==> config.mk <==
export PLATFORM = sky130hd
export DESIGN_NAME = arbiter_2_rr
export DESIGN_NICKNAME = d
export VERILOG_FILES = /design/src/rtl/arbiter_2_rr_pkg.sv /design/src/rtl/arb_hold_counter.sv /design/src/rtl/arbiter_2_rr.sv
export SDC_FILE = /design/constraint.sdc
export NUM_CORES = 1
export LEC_CHECK = 0
export CAP_MARGIN = 20
export CORE_AREA = 2 2 46 48
export CTS_CLUSTER_DIAMETER = 50
export DETAILED_ROUTE_END_ITERATION = 8
export DIE_AREA = 0 0 48 50
export PLACE_DENSITY = 0.49
export SLEW_MARGIN = 20
export SYNTH_ARGS = -nofsm -noshare
export SYNTH_HDL_FRONTEND = slang
export SYNTH_HIERARCHICAL = 1
export SYNTH_SLANG_ARGS = --single-unit
==> constraint.sdc <==
create_clock -name clock -period 2.5 [get_ports clock]
set_input_delay 0.625 -clock clock [delete_from_list [all_inputs] [get_ports clock]]
set_output_delay 0.625 -clock clock [all_outputs]
set_load 0.01 [all_outputs]
==> src/rtl/arbiter_2_rr_pkg.sv <==
`default_nettype none
// ============================================================================
// Module  : arbiter_2_rr_pkg
// Purpose : State encoding and default hold limit shared by the 2-way arbiter.
// Revision: 1.0
// ============================================================================
package arbiter_2_rr_pkg;

  typedef enum logic [1:0] {
    IDLE = 2'b00,
    OWN0 = 2'b01,
    OWN1 = 2'b10
  } arb_state_t;

  localparam int c_max_hold_default = 4;

endpackage
`default_nettype wire

==> src/rtl/arb_hold_counter.sv <==
`default_nettype none
// ============================================================================
// Module  : arb_hold_counter
// Purpose : Counts grant cycles of the current owner; flags MAX_HOLD-1.
// Revision: 1.0
// ============================================================================
module arb_hold_counter #(
  parameter int MAX_HOLD = 4,
  parameter int W        = $clog2(MAX_HOLD)
) (
  input  logic clk,
  input  logic rst,
  input  logic i_clear,
  input  logic i_inc,
  output logic o_terminal
);

  localparam logic [W-1:0] c_term = W'(MAX_HOLD - 1);
  localparam logic [W-1:0] c_one  = W'(1);

  logic [W-1:0] r_count;

  // An uncontested owner keeps the port, so the count simply wraps at the limit.
  always_ff @(posedge clk) begin
    if (rst || i_clear) begin
      r_count <= '0;
    end else if (i_inc) begin
      r_count <= (r_count == c_term) ? '0 : r_count + c_one;
    end
  end

  assign o_terminal = (r_count == c_term);

endmodule
`default_nettype wire

==> src/rtl/arbiter_2_rr.sv <==
`default_nettype none
// ============================================================================
// Module  : arbiter_2_rr
// Purpose : Two-requester round-robin arbiter with hold-limit preemption.
// Revision: 1.0
// ============================================================================
module arbiter_2_rr
  import arbiter_2_rr_pkg::*;
#(
  parameter int MAX_HOLD = c_max_hold_default
) (
  input  logic clock,
  input  logic reset,
  input  logic req_0,
  input  logic req_1,
  output logic grant_0,
  output logic grant_1,
  output logic enable,
  output logic sel,
  output logic preempt
);

  arb_state_t r_state;
  arb_state_t w_next;
  logic       r_ptr;
  logic       r_grant_0;
  logic       r_grant_1;
  logic       r_enable;
  logic       r_sel;
  logic       r_preempt;
  logic       w_clear;
  logic       w_inc;
  logic       w_preempt;
  logic       w_term;

  arb_hold_counter #(
    .MAX_HOLD (MAX_HOLD)
  ) u_hold (
    .clk        (clock),
    .rst        (reset),
    .i_clear    (w_clear),
    .i_inc      (w_inc),
    .o_terminal (w_term)
  );

  always_comb begin
    w_next    = r_state;
    w_clear   = 1'b0;
    w_inc     = 1'b0;
    w_preempt = 1'b0;
    case (r_state)
      IDLE: begin
        w_clear = 1'b1;
        if (req_0 && req_1) w_next = r_ptr ? OWN1 : OWN0;
        else if (req_0)     w_next = OWN0;
        else if (req_1)     w_next = OWN1;
      end
      OWN0: begin
        if (!req_0) begin
          w_clear = 1'b1;
          w_next  = req_1 ? OWN1 : IDLE;
        end else if (w_term && req_1) begin
          w_clear   = 1'b1;
          w_next    = OWN1;
          w_preempt = 1'b1;
        end else begin
          w_inc = 1'b1;
        end
      end
      OWN1: begin
        if (!req_1) begin
          w_clear = 1'b1;
          w_next  = req_0 ? OWN0 : IDLE;
        end else if (w_term && req_0) begin
          w_clear   = 1'b1;
          w_next    = OWN0;
          w_preempt = 1'b1;
        end else begin
          w_inc = 1'b1;
        end
      end
      default: begin
        w_clear = 1'b1;
        w_next  = IDLE;
      end
    endcase
  end

  // Outputs are registered from the next state so they line up with r_state.
  always_ff @(posedge clock) begin
    if (reset) begin
      r_state   <= IDLE;
      r_ptr     <= 1'b0;
      r_grant_0 <= 1'b0;
      r_grant_1 <= 1'b0;
      r_enable  <= 1'b0;
      r_sel     <= 1'b0;
      r_preempt <= 1'b0;
    end else begin
      r_state   <= w_next;
      r_preempt <= w_preempt;
      r_grant_0 <= (w_next == OWN0);
      r_grant_1 <= (w_next == OWN1);
      r_enable  <= (w_next != IDLE);
      r_sel     <= (w_next == OWN1);
      if (w_next == OWN0)      r_ptr <= 1'b1;
      else if (w_next == OWN1) r_ptr <= 1'b0;
    end
  end

  assign grant_0 = r_grant_0;
  assign grant_1 = r_grant_1;
  assign enable  = r_enable;
  assign sel     = r_sel;
  assign preempt = r_preempt;

endmodule
`default_nettype wire

# Word-level counts from Yosys, hierarchy flattened
# Cells that the tools add are included.
# classes
n_reduce_logical,7
muxes,27
n_eq_ne,5
n_addsub,1
# op_table
op,count
$mux W2,10
$mux W1,13
$eq A2 B2 Y1 const B,3
$pmux W1 S2,3
$pmux W2 S3,1
$eq A2 B1 Y1 const B,2
$reduce_bool A2 Y1,2
$logic_and A1 B1 Y1,3
$add A2 B1 Y2 const B,1
$logic_not A2 Y1,1
$logic_or A1 B1 Y1,1
# totals
wordCells,47
input_bits,4
regBits,9

# Longest topological paths before layout
# depth
word_depth,8
mapped_depth,10

# Cells and area by module
# The synthesis kept the hierarchy.
# modules_own_cells
module,cells_each,seq_area_each_um2,area_each_um2,n_inst
arbiter_2_rr,61,140.1,538.0,1
arb_hold_counter,8,40.0,95.1,1

# Least setup slack after synthesis
# OpenSTA, ideal clock, no wires.
# synth_path
kind,input port to flip-flop
from,in req_1
to,reg r_ptr
arrival_time_ns,1.893
stages,8
setup_slack_ns,0.492
setup_time_ns,0.114
t_required_ns,2.386
path_cell_list,buf_6 a21bo_1 a32o_1 a31oi_2 or3_1 ha_1 mux2i_1 nor2_1
# synth_between
elab_chain_cells,6
word_cells_on_any_way,14
cone_classes,2 x eq/ne; 9 x mux; 3 x reduce/logical
# synth_rtl
item,line_no,rtl
start: declaration,arbiter_2_rr.sv:15,"input logic req_1,"
$mux W2 / $logic_and A1 B1 Y1 (equally long branches),"arbiter_2_rr.sv:56, arbiter_2_rr.sv:62",
"$mux W2, on equally long branches","arbiter_2_rr.sv:55, arbiter_2_rr.sv:62",
"$mux W2, on equally long branches","arbiter_2_rr.sv:54, arbiter_2_rr.sv:59",
$pmux W2 S3 *,arbiter_2_rr.sv:51,case (r_state)
$eq A2 B1 Y1 / $eq A2 B2 Y1 (equally long branches),"arbiter_2_rr.sv:106, arbiter_2_rr.sv:107",
$mux W1 / $reduce_bool A2 Y1 (equally long branches),--,
end signal: assignment,arbiter_2_rr.sv:93,r_ptr <= 1'b0;
end signal: assignment,arbiter_2_rr.sv:106,if (w_next == OWN0) r_ptr <= 1'b1;
end signal: assignment,arbiter_2_rr.sv:107,else if (w_next == OWN1) r_ptr <= 1'b0;
end: declaration,arbiter_2_rr.sv:25,logic r_ptr;
# Mark *: on every way between the ends. The rest lies on a longest branch, timed or not.
# A chain may end at the register's enable or synchronous reset.

# Worst setup path after layout
# Same ends and word-level chain as after synthesis.

==> out/metrics.yaml <==
portBuffers: 8
antenna_found_initial: 0
syn_nets: 81
crit_family: "buffers and inverters"
status: "finished clean"
final_min_period_over_clock_period_pct: 92.4
vias_per_cell: 4.73
grt_start_max_net_pins: 10
final-seq-area_um2: 180
drt-initial-drc-count: 5
yosysTopAreaCellShare_pct: 28.5
synthTopCellsByCount: "dfxtp_1, ha_1, nand2_1"
diodes: 0
post-synth-top-count-cell: "dfxtp_1"
final_hold_viol_count: 0
yosysTopAreaCell: "dfxtp_1"
die_w_um: 48
die_y_um: 50
path_cells: "clkdlybuf4s50_1, a21bo_1, a32o_1, a31oi_2, or3_1, ha_1, mux2i_1, nor2_1"
post_dp_cell_area_um2: 763
powerDensity_nw_per_um2: 583
vias: 520
numCtsBuffers: 3
finalWirelength_mm: 1.19
peakVddDrop_mv: 0.415
initial_core_util_pct: 33.3
syn_to_final_growth_pct: 24.7
grt_overflow: 0
critPathKind: "primary input to flip-flop"
grt_usage_pct: 11.6
synth_seq_area_share_pct: 28.5
rows: 16
top_usage_layer: "met2"
fmax_ghz: 0.433
finalSetupViolCount: 0
drcViolationCount: 0
cts_tree: "built"
synth_area_um2: 633
crit_path_max_fanout: 6
ys_seq_elements: 9
met3_usage_pct: 6.59
endpoint_kind: "flip-flop"
clk_latency_ns: 0.25
max_stage_delay_ns: 0.55
place_congestion: 0.726
cts_hold_buf: 0
skew_ns: 0.00166
cpMaxStageDelayCell: "clkdlybuf4s50_1"
grt_pass1_wl_mm: 1.99
synth_enable_flop_cells: 0
synth_cells: 69
first_pass_iters: 4
drv_cap: 0
synth_async_sr_flop_share_pct: 0
final.min_clock_period_ns: 2.31
clk_path_buf_depth: 2
cts_sinks: 9
total_power_uw: 460
grt_pass1_vias: 434
multi_input_area_um2: 398
crit_required_ns: 2.63
slew_violations: 0
avgSynthCellArea_um2: 9.18
synth_area_leaders: "dfxtp_1, ha_1, nand2_1"
ys_types: 34
synthFlopType: "dfxtp_1"
fin_area_um2: 790
nets: 96
clk_pin_slew_ns: 0.06
final.setup.tns_ns: 0
hold_class: "flip-flop to flip-flop"
io_pins: 9
start_kind: "primary input"
post_cts_buffers: 0
met1_usage_pct: 15.7
cts_resized: 0
cts_max_level: 1
tightest_slew_ns: 0.386
drive_gt1_share_pct: 18.1
p_leak_uw: 0.000324
wl_per_cell_um: 10.8
core_um2: 1900
worst-path-buf-inv: 1
ant_nets: 0
reg2reg_setup_slack_ns: 0.28
rsz0062_at_grt: "false"
slew-limit-headroom_pct: 74.2
grt_use_met2_pct: 17.1
critical_path_arrival_ns: 2.44
hpwl_um: 916
yosys_warnings: 6
num-fill-cells: 181
dieArea_um2: 2400
clock-root-buffer: "clkbuf_4"
sequential cells by signal, indices dropped and copies added, names as in the netlist:
register / flops
r_ptr: 1
preempt: 1
enable: 1
sel: 1
r_state: 2
u_hold/r_count: 2
grant_0: 1
tightest hold or removal path: cells and delay by family (launching register included):
kind	cells	cell delay, ns
flops	1	0.32
compound gates	1	0.06
simple gates	1	0.08
routing by layer:
metal,up-vias,wire (µm),part of all wire [%]
li1,277,-,-
met1,236,575,48
met2,7,577,48
met3,0,37,3.1
met4,0,0,0
met5,-,0,0
power by group:
group	switching, µW	leakage, µW	total (µW)	internal (µW)
combinational	81.9	0.000235	180	98.5
clock	46.0	0.0000150	107	61.2
sequential	13.2	0.0000736	173	159
total	141	0.000324	460	319
layout by cell type, fill, tap and decap left out:
cell type	n
o21ai_0	3
clkbuf_4	3
or3_1	1
nor3_1	3
o211ai_2	1
nor3b_2	1
a31oi_2	1
o211ai_1	1
and2_1	1
nand2_1	6
nor2b_1	3
nor2_1	2
a211oi_2	1
buf_4	7
nand3b_1	2
a211o_1	1
a221o_1	1
ha_1	8
a31o_2	1
o221ai_1	1
nand3_1	1
nand2b_1	2
clkdlybuf4s50_1	8
or3b_1	1
inv_1	5
mux2i_1	2
nor4_1	1
dfxtp_1	9
a21bo_1	1
a32o_1	1
a31o_1	1
clkbuf_1	1
nor4b_1	1
a22oi_1	1
area by class of cell:
cell class,instances,area share [%]
multi-input combinational,50,50.4
sequential,9,22.8
timing repair buffer,15,16.8
tap,27,4.28
clock buffer,4,3.33
inverter,5,2.38
logic make-up after synthesis:
| family | count (synthesis) | share of synthesized area, % |
|---|---|---|
| buf+inv | 10 | 8.69 |
| mux | 2 | 3.16 |
| compound gates | 15 | 20.9 |
| flops | 9 | 28.5 |
| fa+ha+maj | 8 | 15.8 |
| simple gates | 25 | 22.9 |
stage by stage:
stage	utilization, %	cells	hold WS (ns)	worst slack (ns)
2_1_floorplan	-	69	0.462	0.492
3_3_place_gp	40.1	106	0.497	-0.0648
3_5_place_dp	40.1	106	0.507	-0.0722
4_1_cts	41.5	110	0.514	0.189
5_1_grt	41.5	110	0.554	0.0689
6_report	41.5	110	0.509	0.190
final timing paths:
path,start,end,cells past startpoint
max,req_1,r_ptr$_SDFFE_PP0P_,8
min,u_hold/r_count[0]$_SDFFE_PP0P_,u_hold/r_count[0]$_SDFFE_PP0P_,2
max reg2reg,r_state[0]$_SDFF_PP0_,r_ptr$_SDFFE_PP0P_,9
min reg2reg,u_hold/r_count[0]$_SDFFE_PP0P_,u_hold/r_count[0]$_SDFFE_PP0P_,2
Note: power is estimated with default switching activity, not from simulation.
